--- src/rtl/fifo_ctrl.sv ---
// fifo_ctrl: control sequencer for a synchronous FIFO.
// It owns the read/write pointers, the occupancy count and the fill-state
// FSM. It gates push/pop requests against the registered full/empty flags,
// drives the RAM strobes and the external up/down counter controls, and
// keeps sticky overflow/underflow error flags.
//
// state     | meaning
// ----------+--------------------------------------------
// S_EMPTY   | no entries held; pops are rejected
// S_PARTIAL | 1..DEPTH-1 entries held
// S_FULL    | DEPTH entries held; pushes are rejected
module fifo_ctrl #(
  parameter int ADDR_W = 4,
  parameter int AF_LVL = 14,
  parameter int AE_LVL = 2
) (
  input  logic              clk_i,
  input  logic              rst_ni,
  input  logic              push_i,
  input  logic              pop_i,
  input  logic              err_clr_i,
  output logic              wr_en_o,
  output logic              rd_en_o,
  output logic [ADDR_W-1:0] wr_addr_o,
  output logic [ADDR_W-1:0] rd_addr_o,
  output logic              cnt_enb_o,
  output logic              updn_cnt_o,
  output logic [ADDR_W:0]   count_o,
  output logic              full_o,
  output logic              empty_o,
  output logic              almost_full_o,
  output logic              almost_empty_o,
  output logic              overflow_o,
  output logic              underflow_o
);

  localparam int DEPTH = 1 << ADDR_W;
  localparam int CNT_W = ADDR_W + 1;

  localparam logic [1:0] S_EMPTY   = 2'b00;
  localparam logic [1:0] S_PARTIAL = 2'b01;
  localparam logic [1:0] S_FULL    = 2'b10;

  localparam logic [CNT_W-1:0] CNT_ONE  = CNT_W'(1);
  localparam logic [CNT_W-1:0] CNT_TOP  = CNT_W'(DEPTH - 1);
  localparam logic [CNT_W-1:0] AF_THR   = CNT_W'(AF_LVL);
  localparam logic [CNT_W-1:0] AE_THR   = CNT_W'(AE_LVL);

  logic [1:0]        state_q, state_d;
  logic [ADDR_W-1:0] wr_ptr_q, wr_ptr_d;
  logic [ADDR_W-1:0] rd_ptr_q, rd_ptr_d;
  logic [CNT_W-1:0]  count_q, count_d;
  logic              af_q, af_d;
  logic              ae_q, ae_d;
  logic              ovf_q, ovf_d;
  logic              unf_q, unf_d;
  logic              full_w, empty_w;
  logic              push_ok, pop_ok;

  // Flags come straight from the state register, so acceptance never
  // depends on the same-cycle request (no push-through / pop-through).
  assign full_w  = (state_q == S_FULL);
  assign empty_w = (state_q == S_EMPTY);

  assign push_ok = push_i & ~full_w;
  assign pop_ok  = pop_i  & ~empty_w;

  assign wr_en_o    = push_ok;
  assign rd_en_o    = pop_ok;
  assign cnt_enb_o  = push_ok ^ pop_ok;
  assign updn_cnt_o = push_ok & ~pop_ok;

  // Next-state for pointers, count, watermarks and sticky errors.
  always_comb begin
    wr_ptr_d = push_ok ? wr_ptr_q + 1'b1 : wr_ptr_q;
    rd_ptr_d = pop_ok  ? rd_ptr_q + 1'b1 : rd_ptr_q;
    count_d  = count_q;
    case ({push_ok, pop_ok})
      2'b10:   count_d = count_q + CNT_ONE;
      2'b01:   count_d = count_q - CNT_ONE;
      default: count_d = count_q;
    endcase
    // Watermarks use the next count so they line up with count_o.
    af_d  = (count_d >= AF_THR);
    ae_d  = (count_d <= AE_THR);
    // Set beats clear when both happen in the same cycle.
    ovf_d = (push_i & full_w)  | (ovf_q & ~err_clr_i);
    unf_d = (pop_i  & empty_w) | (unf_q & ~err_clr_i);
  end

  // Fill-state transitions.
  always_comb begin
    state_d = state_q;
    case (state_q)
      S_EMPTY: begin
        if (push_ok) state_d = S_PARTIAL;
      end
      S_PARTIAL: begin
        if (push_ok && !pop_ok && count_q == CNT_TOP)
          state_d = S_FULL;
        else if (pop_ok && !push_ok && count_q == CNT_ONE)
          state_d = S_EMPTY;
      end
      S_FULL: begin
        if (pop_ok) state_d = S_PARTIAL;
      end
      default: state_d = S_EMPTY;
    endcase
  end

  // Register all control state; reset returns to an empty FIFO.
  always_ff @(posedge clk_i or negedge rst_ni) begin
    if (!rst_ni) begin
      state_q  <= S_EMPTY;
      wr_ptr_q <= '0;
      rd_ptr_q <= '0;
      count_q  <= '0;
      af_q     <= 1'b0;
      ae_q     <= 1'b1;
      ovf_q    <= 1'b0;
      unf_q    <= 1'b0;
    end else begin
      state_q  <= state_d;
      wr_ptr_q <= wr_ptr_d;
      rd_ptr_q <= rd_ptr_d;
      count_q  <= count_d;
      af_q     <= af_d;
      ae_q     <= ae_d;
      ovf_q    <= ovf_d;
      unf_q    <= unf_d;
    end
  end

  assign wr_addr_o      = wr_ptr_q;
  assign rd_addr_o      = rd_ptr_q;
  assign count_o        = count_q;
  assign full_o         = full_w;
  assign empty_o        = empty_w;
  assign almost_full_o  = af_q;
  assign almost_empty_o = ae_q;
  assign overflow_o     = ovf_q;
  assign underflow_o    = unf_q;

endmodule

--- config.mk ---
export PLATFORM = sky130hd
export DESIGN_NAME = fifo_ctrl
export DESIGN_NICKNAME = d
export VERILOG_FILES = /design/src/rtl/fifo_ctrl.sv
export SDC_FILE = /design/constraint.sdc
export NUM_CORES = 1
export LEC_CHECK = 0
export ABC_AREA = 1
export CORE_UTILIZATION = 37
export DETAILED_ROUTE_END_ITERATION = 6
export GPL_TIMING_DRIVEN = 0
export PLACE_DENSITY_LB_ADDON = 0.05
export RECOVER_POWER = 100
export SLEW_MARGIN = 20
export SYNTH_ARGS = -nofsm -noshare
export SYNTH_HDL_FRONTEND = slang
export SYNTH_SLANG_ARGS = --single-unit
--- constraint.sdc ---
create_clock -name clk_i -period 2 [get_ports clk_i]
set_clock_uncertainty 0.05 [all_clocks]
set_input_delay 0.3 -clock clk_i [delete_from_list [all_inputs] [get_ports clk_i]]
set_output_delay 0.3 -clock clk_i [all_outputs]
set_load 0.05 [all_outputs]
After elaboration in Yosys (flattened, before gate mapping)
Cells that the tools add are included.

cells by class
  multiplexer cells = 6
  reductions and logical operators = 8
  bitwise operators = 14
  multipliers = 0
  equal/unequal tests = 9
  shift operators = 0
  add/subtract/negate cells = 4
  magnitude comparators = 2
  divide/modulo/power cells = 0

operator list
  cell                                                   number
  one-hot mux 5 bit (2 select lines)                     1
  adder 4 x 1 -> 4 bit, second input constant            2
  two-way mux 2 bit                                      4
  AND 1 bit                                              7
  one-hot mux 2 bit (3 select lines)                     1
  adder 5 x 1 -> 5 bit, second input constant            1
  equality test 5 x 1 -> 1 bit, second input constant    1
  equality test 5 x 4 -> 1 bit, second input constant    1
  >= comparator 5 x 4 -> 1 bit, second input constant    1
  <= comparator 5 x 2 -> 1 bit, second input constant    1
  subtractor 5 x 1 -> 5 bit, second input constant       1
  equality test 2 x 1 -> 1 bit, second input constant    2
  equality test 2 bit, second input constant             2
  logical AND 1 bit                                      4
  inequality test 2 x 1 -> 1 bit, second input constant  2
  NOT 1 bit                                              4
  inequality test 3 bit, second input constant           1
  AND reduction 3 bit                                    1
  logical NOT 1 bit                                      2
  logical NOT 2 bit                                      1
  bitwise OR 1 bit                                       2
  bitwise XOR 1 bit                                      1

storage, ports and cells
  latch bits = 0
  output and inout bits = 23
  memory bits (read-only) = 0
  logic and storage cells = 51
  bits in registers = 19
  input bits = 5
  RAM bits = 0
  memories = 0

Depth between registers and ports, before layout
Gate-level depths: netlist of the first run.

  depth in word-level cells = 9
  depth in mapped cells = 11
  gate-level depth less buffers = 11

Least setup slack after synthesis of the first run
No wires, ideal clock.

  kind = register to register
  start point = register state_q[0]
  end point = register af_q, in the netlist almost_full_o
  period minus slack after synthesis = 2.722 ns
  path slack = -0.722 ns
  cell stages (with the launch flop) = 11
  arrival = 2.607 ns
  cell sequence = dfrtp_1 > nor2_1 > nor2_4 > inv_2 > ha_1 > nand2_1 > o211ai_1 > nand2_1 > nor2_1 > nand2_1 > nand2_1

between the ends
  longest elaborated chain between the ends = 6
  elaborated cells between the ends (all ways) = 10
  those cells by class = order compare (1); eq/ne (3); mux (1); bitwise (4); reduce/logical (1)

RTL lines
  element                                                              line  source
  start: declaration                                                   49    logic [1:0] state_q, state_d;
  start signal: assignment                                             123   state_q <= state_d;
  logical NOT 2 bit *                                                  63    assign empty_w = (state_q == S_EMPTY);
  named net empty_o                                                    30    output logic empty_o,
  NOT 1 bit *                                                          66    assign pop_ok = pop_i & ~empty_w;
  AND 1 bit *                                                          66
  named net rd_en_o                                                    23    output logic rd_en_o,
  equality test 2 x 1 -> 1 bit or equality test 2 bit (tied branches)  78    case ({push_ok, pop_ok})
  one-hot mux 5 bit (2 select lines) *                                 78
  >= comparator 5 x 4 -> 1 bit *                                       84    af_d = (count_d >= AF_THR);
  named net af_d                                                       53    logic af_q, af_d;
  end signal: assignment                                               118   af_q <= 1'b0;
  end signal: assignment                                               127   af_q <= af_d;
  end: declaration                                                     53

The timed path passes the listed nets; every way through them passes the cells marked *.
A chain may end at the register's enable or synchronous reset.

Worst setup path after layout of the first run
  start point = register state_q[0]
  end point = output port rd_en_o

between the ends
  longest elaborated chain between the ends = 3

RTL lines
  element            line
  logical NOT 2 bit  63
  NOT 1 bit          66
  AND 1 bit          66
  end: declaration   23

Every way passes these cells.

==> flow_summary.ini, run 1 <==
[run_status]
status = complete, no violations

[place]
dp_hpwl_um = 1702
dp.cells = 182
port-buffer-count = 27
dpl_cell_area_um2 = 1394
routabilityCongestion = 0.8102
place_ws_ps = -746.7

[pwr]
p_leak_nw = 0.7964
p_sw_share_pct = 53.16
p_clk_share_pct = 7.6
p_seq_share_pct = 27.0
ir_drop_mv = 1.476
switchingPower_w = 0.001413
finalPower_w = 0.002658
power_density_nw_per_um2 = 1757
intPower_w = 0.001245
combPwrFrac_pct = 65.4

[global_routing]
top_usage_layer = met2
grt_pass1_vias = 888
grt_start_max_net_pins = 20
met3_usage_pct = 3.023
grtUsageTotal_pct = 15.90
grt_first_pass_wirelength_um = 3891
met2_usage_pct = 25.13
antenna_found_initial = 0
overflow = 0
use_met1_pct = 20.57

[timing]
period_minus_slack_ps = 1923
period_share_pct = 96.15
fmax_ghz = 0.5200
relSlewSlack_pct = 40.39
hold_viol = 0
tightest_slew_ps = 891.2
setup-violations-final = 0
finalMaxSlewViolations = 0
tns_ps = 0
setup_ws_ps = 76.93

[worst_setup_path]
ff2ff_setup_slack_ps = 240
cpLargestDelayFamily = buffers and inverters
crit_type = reg2out
cp_data_required_time_ps = 1650
arrival_ps = 1570
cp_cell_sequence = buf_4, nor2_4, nor2_4, clkdlybuf4s15_1
cp_slowest_cell = clkdlybuf4s15_1
worstSetupEndpointType = output port
startpoint = state_q[0]$_DFFE_PN0P_
cpPeakStageDelay_ps = 540
crit_path_start_kind = flop
cp_max_fo = 6
crit_top_cell = nor2_4
critPathBufInv = 2
r2r_start = count_o[0]$_DFF_PN0_

[clocking]
hold_buffers = 0
cts_root_buffer = clkbuf_4
cts_buffers = 3
clockBufferDepth = 2
htree_levels = 1
cts_tree = done
clk_latency_ps = 300
clock-sinks = 19
clk_pin_slew_ps = 110

[synthesis]
synthDistinctLibCells = 23
synth_compound_area_share_pct = 4.561
synth-seq-area-share_pct = 44.56
synthMuxAreaShare_pct = 0
yosys.area_share.simple_pct = 28.54
synthTopCellsByArea = dfrtp_1, nand2_1, ha_1
synth.avg_cell_area_um2 = 8.627
ys_warn_count = 0
synth.ff_latch_count = 19
synth_top_family_by_area = simple AND/OR/NAND/NOR gates
synth_area_um2 = 1070
synth_top_area_share_pct = 42.11
synthCells = 124
yosys.area.top_type = dfrtp_1
synth-xor-area-share_pct = 4.912
synth-adder-area-share_pct = 9.357
syn-num-nets = 137

[floorplanning]
start_util_pct = 38.79
rows = 19
pin_count = 28
die_h_um = 55.77
die_w_um = 55.77
dieArea_um2 = 3110
core_area_um2 = 2758

[cells_and_area]
layout-drive-gt1-share_pct = 22.70
multiInputGateArea_um2 = 539.3
ff_latch_area_um2 = 478.0
finalInstanceArea_um2 = 1513
area_delta_synth_final_pct = 41.40
fillCellCount = 272
fin_cells = 194
nNetsFinal = 177
diodes = 0

[drt]
drc = 0
routed_wl_um = 2305
via_per_inst = 4.840
first_iter_violations = 16
vias = 939
ant_nets = 0
drtPass1Iterations = 4
wl_per_cell_um = 11.88

[min_path]
worst_hold_startpoint = pop_i
hp-class = in2reg

[job]
drv_cap = 0
[timing repair]
item                                    in CTS  in global routing
pin swaps                                    1                  2
gates resized for setup                     20                  8
buffers inserted                             1                  7
endpoints found under the setup margin       6                  8
[worst paths after layout]
check                                           end  cells past startpoint
setup / recovery                            rd_en_o                      4
hold / removal               state_q[1]$_DFFE_PN0P_                      2
setup reg to reg           almost_empty_o$_DFF_PN1_                     10
hold reg to reg            wr_addr_o[3]$_DFFE_PN0P_                      1
max in group asynchronous    state_q[1]$_DFFE_PN0P_                      1
min in group asynchronous      count_o[3]$_DFF_PN0_                      1
[cell families after synthesis]
kind of cell | Yosys count
DFF | 19
adders and majority gates | 8
buffers and inverters | 21
xor gates and xnor gates | 6
and+or+nand+nor | 61
AOI/OAI and AO/OA | 9
[power by group through the flow]
stage | Clock [W] | Combinational [W] | Sequential [W]
2_1_floorplan | 0 | 0.000639 | 0.00126
3_3_place_gp | 0 | 0.00165 | 0.000727
3_5_place_dp | 0 | 0.00167 | 0.000737
4_1_cts | 0.000209 | 0.00169 | 0.000727
5_1_grt | 0.000232 | 0.00187 | 0.000744
6_report | 0.000201 | 0.00174 | 0.000718
[state kept, by name (all words and copies together) (netlist names)]
register / cells
almost_empty_o: 1
underflow_o: 1
state_q: 2
overflow_o: 1
almost_full_o: 1
count_o: 5
rd_addr_o: 4
wr_addr_o: 4
[metal layers]
layer  routed length (um)  up-vias  share of wire [%]
li1                     -      470                  -
met1                 1089      440                 47
met2                 1050       21                 46
met3                  100        8                4.3
met4                   64        0                2.8
met5                    0        -                  0
[metrics by stage]
stage	hold slack (ps)	util (%)
after global placement	411.6	50.54
after detailed placement	421.8	50.54
after global routing	254.1	54.85
after CTS	441.0	51.95
after floorplan	-45.59	-
final	258.8	54.85
[area by class of cell]
cell class,count,area share [%]
buffer,1,0.7444
inverter,20,5.128
sequential,19,31.60
clock inverter,1,0.3309
clock buffer,3,1.489
multi-input combinational,84,35.65
timing repair buffer,35,22.50
tap,31,2.564
[Yosys cell counts, drive strengths merged]
| master | instances |
|---|---|
| nand2 | 34 |
| inv | 20 |
| dfrtp | 18 |
| nand3 | 11 |
| nor2 | 9 |
| ha | 8 |
| nand4 | 6 |
| o21ai | 6 |
| xnor2 | 5 |
| a21oi | 1 |
| buf | 1 |
| dfstp | 1 |
| o211ai | 1 |
| o22ai | 1 |
| or2 | 1 |
| xor2 | 1 |
[layout by cell type, fill, tap and decap left out]
cell type	netlist	layout
nand2_1	29	29
dfrtp_1	18	17
inv_1	15	15
clkdlybuf4s50_1	0	15
buf_4	0	9
nand3_1	8	8
nand4_1	6	6
ha_1	8	6
nor2_1	6	5
xnor2_1	5	5
dlymetal6s2s_1	0	5
inv_2	5	4
nand2_2	4	4
o21ai_0	4	4
nand3_2	3	3
clkbuf_4	0	3
nor2_4	1	2
buf_6	1	2
nor2_2	2	2
o21ai_1	2	2
ha_4	0	2
dlygate4sd2_1	0	2
inv_4	0	1
o211ai_1	1	1
a21oi_1	1	1
nand2_4	1	1
or2_1	1	1
o22ai_1	1	1
xor2_1	1	1
dfstp_2	1	1
clkinv_2	0	1
dlygate4sd3_1	0	1
clkdlybuf4s15_1	0	1
clkdlybuf4s15_2	0	1
dfrtp_2	0	1
(Power assumes the default switching activity.)
==> run 2, diff against run 1 <==
--- a/config.mk
+++ b/config.mk
@@ -6,6 +6,7 @@
 export NUM_CORES = 1
 export LEC_CHECK = 0
 export ABC_AREA = 1
+export CORE_ASPECT_RATIO = 1.2
 export CORE_UTILIZATION = 37
 export DETAILED_ROUTE_END_ITERATION = 6
 export GPL_TIMING_DRIVEN = 0
==> run 2 against run 1 <==
  * Critical path depth up 2
  * Fmax up 0.16%
  * Non-clock buffer count down 5
  * Worst setup slack better by 3.1 ps
  * Sequential share of layout area up 1.2 points
==> flow_summary.ini, run 2 (same netlist as run 1, synthesis figures left out) <==
[timing]
period_share_pct = 96.00
rsz0062_at_grt = no
hold_viol = 0
finalMaxSlewViolations = 0
period_minus_slack_ps = 1920
tightest_slew_ps = 872.7
fmax_ghz = 0.5208
setup-violations-final = 0
relSlewSlack_pct = 41.63

[drt]
via_per_inst = 4.807
vias = 923
first_iter_violations = 12
wl_per_cell_um = 11.73
routed_wl_um = 2253
drc = 0
ant_nets = 0
drtPass1Iterations = 4

[place]
port-buffer-count = 27
dp.cells = 185
routabilityCongestion = 0.8171
dp_hpwl_um = 1718
dpl_cell_area_um2 = 1398

[worst_setup_path]
arrival_ps = 1570
cp_data_required_time_ps = 1650
crit_path_start_kind = flop
cp_max_fo = 7
worstSetupEndpointType = output port
crit_type = reg2out

[pwr]
power_density_nw_per_um2 = 1762
intPower_w = 0.001173
combPwrFrac_pct = 64.1
switchingPower_w = 0.001390
p_leak_nw = 0.7370
p_clk_share_pct = 7.8
p_seq_share_pct = 28.1
ir_drop_mv = 1.099
p_sw_share_pct = 54.22
finalPower_w = 0.002563

[floorplanning]
die_h_um = 60.90
die_w_um = 51.09
start_util_pct = 38.78
core_area_um2 = 2759
pin_count = 28
rows = 21
dieArea_um2 = 3111

[clocking]
hold_buffers = 0
clockBufferDepth = 2
cts_buffers = 3
htree_levels = 1
clk_pin_slew_ps = 110
clk_latency_ps = 300
cts_root_buffer = clkbuf_4
clock-sinks = 19
cts_tree = done

[global_routing]
grt_first_pass_wirelength_um = 3698
antenna_found_initial = 0
grt_pass1_vias = 861
overflow = 0
grtUsageTotal_pct = 16.45
grt_start_max_net_pins = 20

[cells_and_area]
layout_common_cells = nand2_1, dfrtp_1, inv_1, clkdlybuf4s50_1, nand3_1
finalInstanceArea_um2 = 1455
nNetsFinal = 172
layout-drive-gt1-share_pct = 18.99
diodes = 0
fin_cells = 192
largest_reg_flops = 5
area_delta_synth_final_pct = 36.02
final_common_cell = nand2_1

[min_path]
hp-class = in2reg

[run_status]
status = complete, no violations

[job]
drv_cap = 0
## run 2: cell types whose count changed in the layout (fill, tap and decap cells not counted), moves of 2 or more
cell,previous run,this run
dlymetal6s2s_1,5,1
dlygate4sd2_1,2,5
nand2_1,29,31
o21ai_0,4,6
clkdlybuf4s50_1,15,9
buf_4,9,2
o21ai_1,2,0
dlygate4sd3_1,1,7
## run 2: final cells by class
cell class                 instances  area, um^2
buffer                             1       11.26
clock buffer                       3       22.52
clock inverter                     1       5.005
fill                             295        1304
inverter                          20       77.57
multi-input combinational         84       529.3
sequential                        19       476.7
tap                               34       42.54
timing repair buffer              30       290.3
## run 2: critical path, stage by stage (launching register included)
cell and delay (ps):
dfrtp_1 420, inv_1 80, nand2_2 100, nand2_2 110, ha_4 340, inv_4 60, buf_6 150
## run 2: metrics by stage
step                      utilization (%)  hold slack [ps]  TNS, ps  worst slack [ps]
final                               52.74            269.9        0             80.02
after global routing                52.74            273.8        0             9.166
after CTS                           51.79            432.8   -35.34            -23.25
after detailed placement            50.66            414.9    -2203            -759.5
after global placement              50.66            409.9    -2044            -749.1
after floorplan                         -           -45.59        0             5.813
## run 2: routing by layer
metal  up-vias  GRT usage [%]  part of all wire, %
li1        463              -                    -
met1       437          19.16                   43
met5         -              0                    0
met3         4          3.008                  4.0
met4         0          8.333                  1.6
met2        19          28.95                   51
## run 2: repair_timing
action	4_1_cts	5_1_grt
gates cloned	0	0
gates resized for setup	24	4
pin swaps	1	1
endpoints found under the setup margin	9	4
buffers inserted	0	3
## run 2: final timing paths
path / slack (ps) / cells after the start / endpoint / from
worst max-delay path: 80 / 6 / cnt_enb_o / state_q[0]$_DFFE_PN0P_
worst min-delay path: 270 / 2 / state_q[1]$_DFFE_PN0P_ / pop_i
worst max register to register: 170 / 10 / almost_empty_o$_DFF_PN1_ / count_o[0]$_DFF_PN0_
worst min register to register: 420 / 1 / rd_addr_o[3]$_DFFE_PN0P_ / rd_addr_o[3]$_DFFE_PN0P_
max in group asynchronous: 870 / 1 / count_o[4]$_DFF_PN0_ / rst_ni
min in group asynchronous: 490 / 1 / rd_addr_o[2]$_DFFE_PN0P_ / rst_ni
## run 2: power groups by stage
stage | sequential (W) | combinational, W | clock [W]
floorplan | 0.00126 | 0.000639 | 0
CTS | 0.000724 | 0.00167 | 0.000211
global route | 0.000745 | 0.00177 | 0.000229
global placement | 0.000724 | 0.00165 | 0
finish | 0.000719 | 0.00164 | 0.000201
detailed placement | 0.000734 | 0.00167 | 0
